--- src/rtl/dcache_wb_buffer_if.sv ---
`default_nettype none
// ============================================================================
// Module   : dcache_wb_buffer_if
// Brief    : Dcache write port, hazard probe and AXI write channels of the
//            write-back buffer, bundled for port connection.
// Revision : 1.0
// ============================================================================
interface dcache_wb_buffer_if;
   logic         wr_req;
   logic [2:0]   wr_type;
   logic [31:0]  wr_addr;
   logic [3:0]   wr_wstrb;
   logic [127:0] wr_data;
   logic         wr_rdy;

   logic [31:0]  chk_addr;
   logic         chk_hit;
   logic         empty;

   logic [3:0]   awid;
   logic [31:0]  awaddr;
   logic [7:0]   awlen;
   logic [2:0]   awsize;
   logic [1:0]   awburst;
   logic [1:0]   awlock;
   logic [3:0]   awcache;
   logic [2:0]   awprot;
   logic         awvalid;
   logic         awready;

   logic [3:0]   wid;
   logic [31:0]  wdata;
   logic [3:0]   wstrb;
   logic         wlast;
   logic         wvalid;
   logic         wready;

   logic [3:0]   bid;
   logic [1:0]   bresp;
   logic         bvalid;
   logic         bready;

   // The buffer itself: accepts Dcache writes, masters the AXI write channels.
   modport slave (
      input  wr_req, wr_type, wr_addr, wr_wstrb, wr_data, chk_addr,
             awready, wready, bid, bresp, bvalid,
      output wr_rdy, chk_hit, empty,
             awid, awaddr, awlen, awsize, awburst, awlock, awcache, awprot, awvalid,
             wid, wdata, wstrb, wlast, wvalid, bready
   );

   modport master (
      output wr_req, wr_type, wr_addr, wr_wstrb, wr_data, chk_addr,
             awready, wready, bid, bresp, bvalid,
      input  wr_rdy, chk_hit, empty,
             awid, awaddr, awlen, awsize, awburst, awlock, awcache, awprot, awvalid,
             wid, wdata, wstrb, wlast, wvalid, bready
   );
endinterface
`default_nettype wire

--- src/rtl/dcache_wb_buffer.sv ---
`default_nettype none
// ============================================================================
// Module   : dcache_wb_buffer
// Brief    : FIFO of Dcache line evictions / uncached stores drained one at a
//            time as AXI write bursts, with a line-address hazard probe.
// Revision : 1.0
// ============================================================================
module dcache_wb_buffer #(
   parameter int         DEPTH  = 2,
   parameter logic [3:0] AXI_ID = 4'd1
) (
   input logic               aclk,
   input logic               aresetn,
   dcache_wb_buffer_if.slave bus
);
   localparam int                 c_ptr_w     = $clog2(DEPTH);
   localparam int                 c_cnt_w     = c_ptr_w + 1;
   localparam logic [c_cnt_w-1:0] c_depth     = c_cnt_w'(DEPTH);
   localparam logic [2:0]         c_type_line = 3'b100;

   typedef enum logic [1:0] {
      S_IDLE = 2'd0,
      S_AW   = 2'd1,
      S_W    = 2'd2,
      S_B    = 2'd3
   } state_t;

   state_t r_state;
   state_t w_state_nxt;
   logic [1:0]          r_beat;
   logic [1:0]          w_beat_nxt;
   logic [c_ptr_w-1:0]  r_wr_ptr;
   logic [c_ptr_w-1:0]  r_rd_ptr;
   logic [c_cnt_w-1:0]  r_count;
   logic [DEPTH-1:0]    r_valid;

   logic [2:0]          r_type [DEPTH];
   logic [31:0]         r_addr [DEPTH];
   logic [3:0]          r_strb [DEPTH];
   logic [127:0]        r_data [DEPTH];

   logic                w_full;
   logic                w_push;
   logic                w_pop;
   logic [DEPTH-1:0]    w_set_mask;
   logic [DEPTH-1:0]    w_clr_mask;
   logic [2:0]          w_head_type;
   logic [31:0]         w_head_addr;
   logic [3:0]          w_head_strb;
   logic [127:0]        w_head_data;
   logic                w_head_line;
   logic [7:0]          w_awlen;
   logic                w_wlast;
   logic                w_hit;
   logic                w_awvalid;
   logic                w_wvalid;
   logic                w_bready;
   logic                w_unused;

   assign w_full     = (r_count == c_depth);
   assign w_push     = bus.wr_req && !w_full;
   assign w_pop      = (r_state == S_B) && bus.bvalid;
   assign w_set_mask = w_push ? (DEPTH'(1) << r_wr_ptr) : '0;
   assign w_clr_mask = w_pop  ? (DEPTH'(1) << r_rd_ptr) : '0;

   always_ff @(posedge aclk or negedge aresetn) begin
      if (!aresetn) begin
         r_wr_ptr <= '0;
         r_rd_ptr <= '0;
         r_count  <= '0;
         r_valid  <= '0;
      end else begin
         if (w_push) r_wr_ptr <= r_wr_ptr + c_ptr_w'(1);
         if (w_pop)  r_rd_ptr <= r_rd_ptr + c_ptr_w'(1);
         r_count <= r_count + c_cnt_w'(w_push) - c_cnt_w'(w_pop);
         r_valid <= (r_valid & ~w_clr_mask) | w_set_mask;
      end
   end

   // Payload needs no reset: r_valid alone decides whether a slot means anything.
   always_ff @(posedge aclk) begin
      if (w_push) begin
         r_type[r_wr_ptr] <= bus.wr_type;
         r_addr[r_wr_ptr] <= bus.wr_addr;
         r_strb[r_wr_ptr] <= bus.wr_wstrb;
         r_data[r_wr_ptr] <= bus.wr_data;
      end
   end

   assign w_head_type = r_type[r_rd_ptr];
   assign w_head_addr = r_addr[r_rd_ptr];
   assign w_head_strb = r_strb[r_rd_ptr];
   assign w_head_data = r_data[r_rd_ptr];
   assign w_head_line = (w_head_type == c_type_line);
   assign w_awlen     = w_head_line ? 8'd3 : 8'd0;
   assign w_wlast     = (r_beat == w_awlen[1:0]);

   // The in-flight head stays valid until its B response pops it.
   always_comb begin
      w_hit = 1'b0;
      for (int i = 0; i < DEPTH; i++) begin
         if (r_valid[i] && (r_addr[i][31:4] == bus.chk_addr[31:4])) w_hit = 1'b1;
      end
   end

   always_ff @(posedge aclk or negedge aresetn) begin
      if (!aresetn) begin
         r_state <= S_IDLE;
         r_beat  <= '0;
      end else begin
         r_state <= w_state_nxt;
         r_beat  <= w_beat_nxt;
      end
   end

   always_comb begin
      w_state_nxt = r_state;
      w_beat_nxt  = r_beat;
      w_awvalid   = 1'b0;
      w_wvalid    = 1'b0;
      w_bready    = 1'b0;
      case (r_state)
         S_IDLE: begin
            if (r_valid[r_rd_ptr]) w_state_nxt = S_AW;
         end
         S_AW: begin
            w_awvalid = 1'b1;
            if (bus.awready) begin
               w_state_nxt = S_W;
               w_beat_nxt  = '0;
            end
         end
         S_W: begin
            w_wvalid = 1'b1;
            if (bus.wready) begin
               w_beat_nxt = r_beat + 2'd1;
               if (w_wlast) w_state_nxt = S_B;
            end
         end
         S_B: begin
            w_bready = 1'b1;
            if (bus.bvalid) w_state_nxt = S_IDLE;
         end
         default: w_state_nxt = S_IDLE;
      endcase
   end

   assign bus.awid    = AXI_ID;
   assign bus.awaddr  = w_head_line ? {w_head_addr[31:4], 4'h0} : w_head_addr;
   assign bus.awlen   = w_awlen;
   assign bus.awsize  = w_head_line ? 3'd2 : {1'b0, w_head_type[1:0]};
   assign bus.awburst = 2'b01;
   assign bus.awlock  = 2'b00;
   assign bus.awcache = 4'h0;
   assign bus.awprot  = 3'h0;
   assign bus.awvalid = w_awvalid;

   assign bus.wid     = AXI_ID;
   assign bus.wdata   = w_head_data[32*r_beat +: 32];
   assign bus.wstrb   = w_head_line ? 4'hf : w_head_strb;
   assign bus.wlast   = w_wlast;
   assign bus.wvalid  = w_wvalid;
   assign bus.bready  = w_bready;

   assign bus.wr_rdy  = !w_full;
   assign bus.empty   = (r_count == '0) && (r_state == S_IDLE);
   assign bus.chk_hit = w_hit;

   // Response ID/status carry no information for a single outstanding write.
   assign w_unused = ^{bus.bid, bus.bresp, bus.chk_addr[3:0]};
endmodule
`default_nettype wire
--- src/flat_wrapper.sv ---
// flat-port wrapper written by rule: the top's interface ports become plain ports
module dcache_wb_buffer_flat 
#(
   parameter int         DEPTH  = 2,
   parameter logic [3:0] AXI_ID = 4'd1
)
  (aclk, aresetn, bus_wr_req, bus_wr_type, bus_wr_addr, bus_wr_wstrb, bus_wr_data, bus_chk_addr, bus_awready, bus_wready, bus_bid, bus_bresp, bus_bvalid, bus_wr_rdy, bus_chk_hit, bus_empty, bus_awid, bus_awaddr, bus_awlen, bus_awsize, bus_awburst, bus_awlock, bus_awcache, bus_awprot, bus_awvalid, bus_wid, bus_wdata, bus_wstrb, bus_wlast, bus_wvalid, bus_bready);
  dcache_wb_buffer_if bus_i ();
  input logic aclk;
  input logic aresetn;
  input wire logic [$bits(bus_i.wr_req)-1:0] bus_wr_req;
  input wire logic [$bits(bus_i.wr_type)-1:0] bus_wr_type;
  input wire logic [$bits(bus_i.wr_addr)-1:0] bus_wr_addr;
  input wire logic [$bits(bus_i.wr_wstrb)-1:0] bus_wr_wstrb;
  input wire logic [$bits(bus_i.wr_data)-1:0] bus_wr_data;
  input wire logic [$bits(bus_i.chk_addr)-1:0] bus_chk_addr;
  input wire logic [$bits(bus_i.awready)-1:0] bus_awready;
  input wire logic [$bits(bus_i.wready)-1:0] bus_wready;
  input wire logic [$bits(bus_i.bid)-1:0] bus_bid;
  input wire logic [$bits(bus_i.bresp)-1:0] bus_bresp;
  input wire logic [$bits(bus_i.bvalid)-1:0] bus_bvalid;
  output wire logic [$bits(bus_i.wr_rdy)-1:0] bus_wr_rdy;
  output wire logic [$bits(bus_i.chk_hit)-1:0] bus_chk_hit;
  output wire logic [$bits(bus_i.empty)-1:0] bus_empty;
  output wire logic [$bits(bus_i.awid)-1:0] bus_awid;
  output wire logic [$bits(bus_i.awaddr)-1:0] bus_awaddr;
  output wire logic [$bits(bus_i.awlen)-1:0] bus_awlen;
  output wire logic [$bits(bus_i.awsize)-1:0] bus_awsize;
  output wire logic [$bits(bus_i.awburst)-1:0] bus_awburst;
  output wire logic [$bits(bus_i.awlock)-1:0] bus_awlock;
  output wire logic [$bits(bus_i.awcache)-1:0] bus_awcache;
  output wire logic [$bits(bus_i.awprot)-1:0] bus_awprot;
  output wire logic [$bits(bus_i.awvalid)-1:0] bus_awvalid;
  output wire logic [$bits(bus_i.wid)-1:0] bus_wid;
  output wire logic [$bits(bus_i.wdata)-1:0] bus_wdata;
  output wire logic [$bits(bus_i.wstrb)-1:0] bus_wstrb;
  output wire logic [$bits(bus_i.wlast)-1:0] bus_wlast;
  output wire logic [$bits(bus_i.wvalid)-1:0] bus_wvalid;
  output wire logic [$bits(bus_i.bready)-1:0] bus_bready;
  assign bus_i.wr_req = bus_wr_req;
  assign bus_i.wr_type = bus_wr_type;
  assign bus_i.wr_addr = bus_wr_addr;
  assign bus_i.wr_wstrb = bus_wr_wstrb;
  assign bus_i.wr_data = bus_wr_data;
  assign bus_i.chk_addr = bus_chk_addr;
  assign bus_i.awready = bus_awready;
  assign bus_i.wready = bus_wready;
  assign bus_i.bid = bus_bid;
  assign bus_i.bresp = bus_bresp;
  assign bus_i.bvalid = bus_bvalid;
  assign bus_wr_rdy = bus_i.wr_rdy;
  assign bus_chk_hit = bus_i.chk_hit;
  assign bus_empty = bus_i.empty;
  assign bus_awid = bus_i.awid;
  assign bus_awaddr = bus_i.awaddr;
  assign bus_awlen = bus_i.awlen;
  assign bus_awsize = bus_i.awsize;
  assign bus_awburst = bus_i.awburst;
  assign bus_awlock = bus_i.awlock;
  assign bus_awcache = bus_i.awcache;
  assign bus_awprot = bus_i.awprot;
  assign bus_awvalid = bus_i.awvalid;
  assign bus_wid = bus_i.wid;
  assign bus_wdata = bus_i.wdata;
  assign bus_wstrb = bus_i.wstrb;
  assign bus_wlast = bus_i.wlast;
  assign bus_wvalid = bus_i.wvalid;
  assign bus_bready = bus_i.bready;
  dcache_wb_buffer #(.DEPTH(DEPTH), .AXI_ID(AXI_ID)) u_core (.aclk(aclk), .aresetn(aresetn), .bus(bus_i));
endmodule
--- config.mk ---
export PLATFORM = sky130hd
export DESIGN_NAME = dcache_wb_buffer_flat
export DESIGN_NICKNAME = d
export VERILOG_FILES = /design/src/rtl/dcache_wb_buffer_if.sv /design/src/rtl/dcache_wb_buffer.sv /design/src/flat_wrapper.sv
export SDC_FILE = /design/constraint.sdc
export NUM_CORES = 1
export LEC_CHECK = 0
export BUFFER_PORTS_ARGS = -buffer_cell sky130_fd_sc_hd__buf_2
export CORE_ASPECT_RATIO = 0.8
export CORE_MARGIN = 2
export CORE_UTILIZATION = 34
export DETAILED_ROUTE_END_ITERATION = 6
export PLACE_DENSITY = 0.52
export SETUP_SLACK_MARGIN = 0.3
export SLEW_MARGIN = 20
export SYNTH_ARGS = -nofsm -noshare
export SYNTH_HDL_FRONTEND = slang
export SYNTH_SLANG_ARGS = --single-unit
export TNS_END_PERCENT = 50
--- constraint.sdc ---
create_clock -name aclk -period 15.2 [get_ports aclk]
set_clock_uncertainty 0.15 [all_clocks]
set_input_delay 3.04 -clock aclk [delete_from_list [all_inputs] [get_ports aclk]]
set_output_delay 3.04 -clock aclk [all_outputs]
set_load 0.01 [all_outputs]
==> results.md <==
- Die width: 229.7 um
- Max_slew headroom: 0.3525
- Fin cells: 1546
- Post-synth cell types: 36
- Synth Cell Area: 13860 sq um
- Die height: 184.6 um
- DRC Markers: 0
- Final worst path period need: 7.577 ns
- VDD IR-drop max: 0.1002 mV
- Worst r2r path cells: 6
- Initial Util: 0.3425
- Hold crit path type: flip-flop to flip-flop
- Worst R2R End: u_core.r_state[1]
- Crit-path max FO: 2
- Die ar.: 42400 sq um
- Worst Max-Slew Pin Slew: 0.9713 ns
- Clock tree buffer depth: 3
- Clock-pin slew on the worst setup and hold paths: 0.06 ns
- Avg WL per Cell: 19.19 um
- Syn Inst Count: 672
- Final Setup Violations: 0
- Fin nets: 1189
- Worst Path Required: 12.01 ns
- Vias in the first global route: 7463
- DP Worst Slack: 7.616 ns
- Vias/cell: 4.551
- Critical-path top delay cell: or4_1
- Root buf cell: clkbuf_16
- Most frequent CP cell: buf_2
- Vias: 7036
- Seq/Total Area, Yosys: 0.7417
- Routed Antenna Nets: 0
- Area growth from synthesis to layout: 21.95%
- IO Pins: 316
- DRT Wirelength: 29670 um
- Share of cells above drive strength 1: 0.4689
- R2r setup slk: 11.46 ns
- Critical path type: primary input to output pin
- Setup bufs post-CTS: 0
- Count of TritonRoute iterations in the first routing pass: 6
- Leak Pwr: 6.076 nW
- Multi-input logic area: 3329 sq um
- Final Instance Area: 16900 sq um
- CTS tree: done
- Inst Count DP: 1476
- Worst Setup End Kind: output pin
- Hold Path Sink: u_core.r_count[1]
- Syn avg cell area: 20.62 sq um
- Fmax: 132.0 MHz
- CTS sink cnt: 344
- Max-cap violations: 0
- Hold path start: u_core.r_count[1]
- Largest net degree at the start of global routing: 69
- Yosys Warn Count: 0
- Hold_ws: 0.3527 ns
- Pwr Density: 184.1 nW/um^2
- Storage element area: 10290 sq um
- Synth area leader: edfxtp_1
- Share of the synthesized area in the top cell type: 0.7237
- Most frequent cell after synthesis: edfxtp_1
- Initial antenna violation count: 11
- CTS H-tree depth: 2
- Placed inst area: 15790 sq um
- Final worst-path cycle share: 0.4985
- CP peak stage delay: 0.52 ns
- R2r startpoint: u_core.r_rd_ptr
- Initial DRC count: 359
- Post-synth EDFFs: 334
- Crit-path cells: buf_2, xnor2_1, nand4_1, or4_1, o22ai_1, buf_2
- Global-route wire length before repair: 44060 um
- Async SR Flop Fraction: 0.02907
- Total GRT Usage: 0.1375
- GP Congestion: 0.7327
- Final TNS setup: 0 ns
- Finished Core Util: 0.4177
- Post-CTS Hold Buffers: 0
- Detailed placement HPWL: 19590 um
- RSZ-0062 raised after global routing: no
- Synth Register Bits: 344
- Port-buffer cells: 279
- Fillers: 3724
- Critical Path AT: 4.39 ns
- Global route overflow: 0
- Core area: 40460 sq um
- Outcome: finished clean
- Worst-Skew Late Latency: 0.52 ns
- CP startpoint kind: primary input
- Final WS setup: 7.623 ns
- Fin. Hold Viols: 0
- Hold path cells: 1
- Most used DFF post-synth: edfxtp_1
- Synth top area cells: edfxtp_1, mux4_2, mux2_2
- Placement row count: 66
- Overall power: 3.112 mW
- Post-CTS Resized: 0
- CTS Buf Count: 38
- Max Slew Vio Count: 0
- Top post-synthesis cells by count: edfxtp_1, mux4_2, mux2_2
[routing by layer]
layer / vias up / part of all wire / global-route usage
met1: 3516 / 0.43 / 0.1796
met5: - / 0.0028 / 0
met4: 12 / 0.020 / 0.03587
met3: 58 / 0.076 / 0.04842
met2: 195 / 0.47 / 0.2193
li1: 3255 / - / -
[registers in the layout (all words and copies together), names as in the netlist]
signal and flops:
u_core.r_valid 2, u_core.r_state 2, u_core.r_wr_ptr 1, u_core.r_addr 64
u_core.r_type 6, u_core.r_rd_ptr 1, u_core.r_strb 8, u_core.r_count 2
u_core.r_beat 2, u_core.r_data 256
[cell families after synthesis]
group | Yosys count | share of synthesized area
multiplexers | 136 | 0.1616
XOR/XNOR | 60 | 0.03792
other | 2 | 0.0005419
flip-flops | 344 | 0.7417
buffers and inverters | 60 | 0.02546
adder cells (fa/ha/maj) | 6 | 0.005416
AND/OR/NAND/NOR | 51 | 0.02049
AO/OA/AOI/OAI | 13 | 0.006862
[how the worst max path moves through the flow]
stage	cells after the start	slack, ns	start	end
global route	6	7.52	bus_chk_addr[18]	bus_chk_hit
global placement	6	7.60	bus_chk_addr[18]	bus_chk_hit
CTS	6	7.60	bus_chk_addr[18]	bus_chk_hit
finish	6	7.62	bus_chk_addr[18]	bus_chk_hit
floorplan	2	4.28	bus_wr_req	u_core.r_addr[0][0]
detailed placement	6	7.62	bus_chk_addr[18]	bus_chk_hit
[cell usage in the layout (no fill, tap or decap), types with 2 or more instances in the layout]
cell type / count
nor3_1: 3
mux4_2: 64
clkinvlp_4: 2
nor2b_1: 3
edfxtp_1: 334
xnor2_1: 30
a22o_1: 2
diode_2: 6
xor2_1: 30
buf_2: 279
inv_1: 8
nor2_1: 6
o21ai_0: 3
clkinv_2: 5
clkbuf_1: 9
nor4_1: 6
mux2i_1: 10
buf_4: 9
conb_1: 26
a21o_1: 2
or4_1: 4
nand4_1: 8
mux2_2: 61
clkbuf_16: 39
nand2b_1: 3
dfrtp_4: 2
ha_1: 6
clkinv_1: 7
dfrtp_1: 7
nand2_1: 13
[where the power goes]
part	switching [mW]	internal (mW)
sequential	0.102	1.30
clock	0.351	0.468
combinational	0.461	0.428
[worst max-delay path: cells and delay by family]
| family | cells | cell delay (ns) |
|---|---|---|
| simple gates | 2 | 0.65 |
| buf+inv | 2 | 0.28 |
| xor+xnor | 1 | 0.24 |
| compound gates | 1 | 0.17 |
[final cells by class]
class	count	area share
clock inverter	16	0.004960
sequential	344	0.6087
inverter	8	0.001777
antenna	6	0.0008884
multi-input combinational	292	0.1970
clock buffer	48	0.05974
tap	544	0.04027
timing repair buffer	288	0.08662
(Power assumes the default switching activity.)
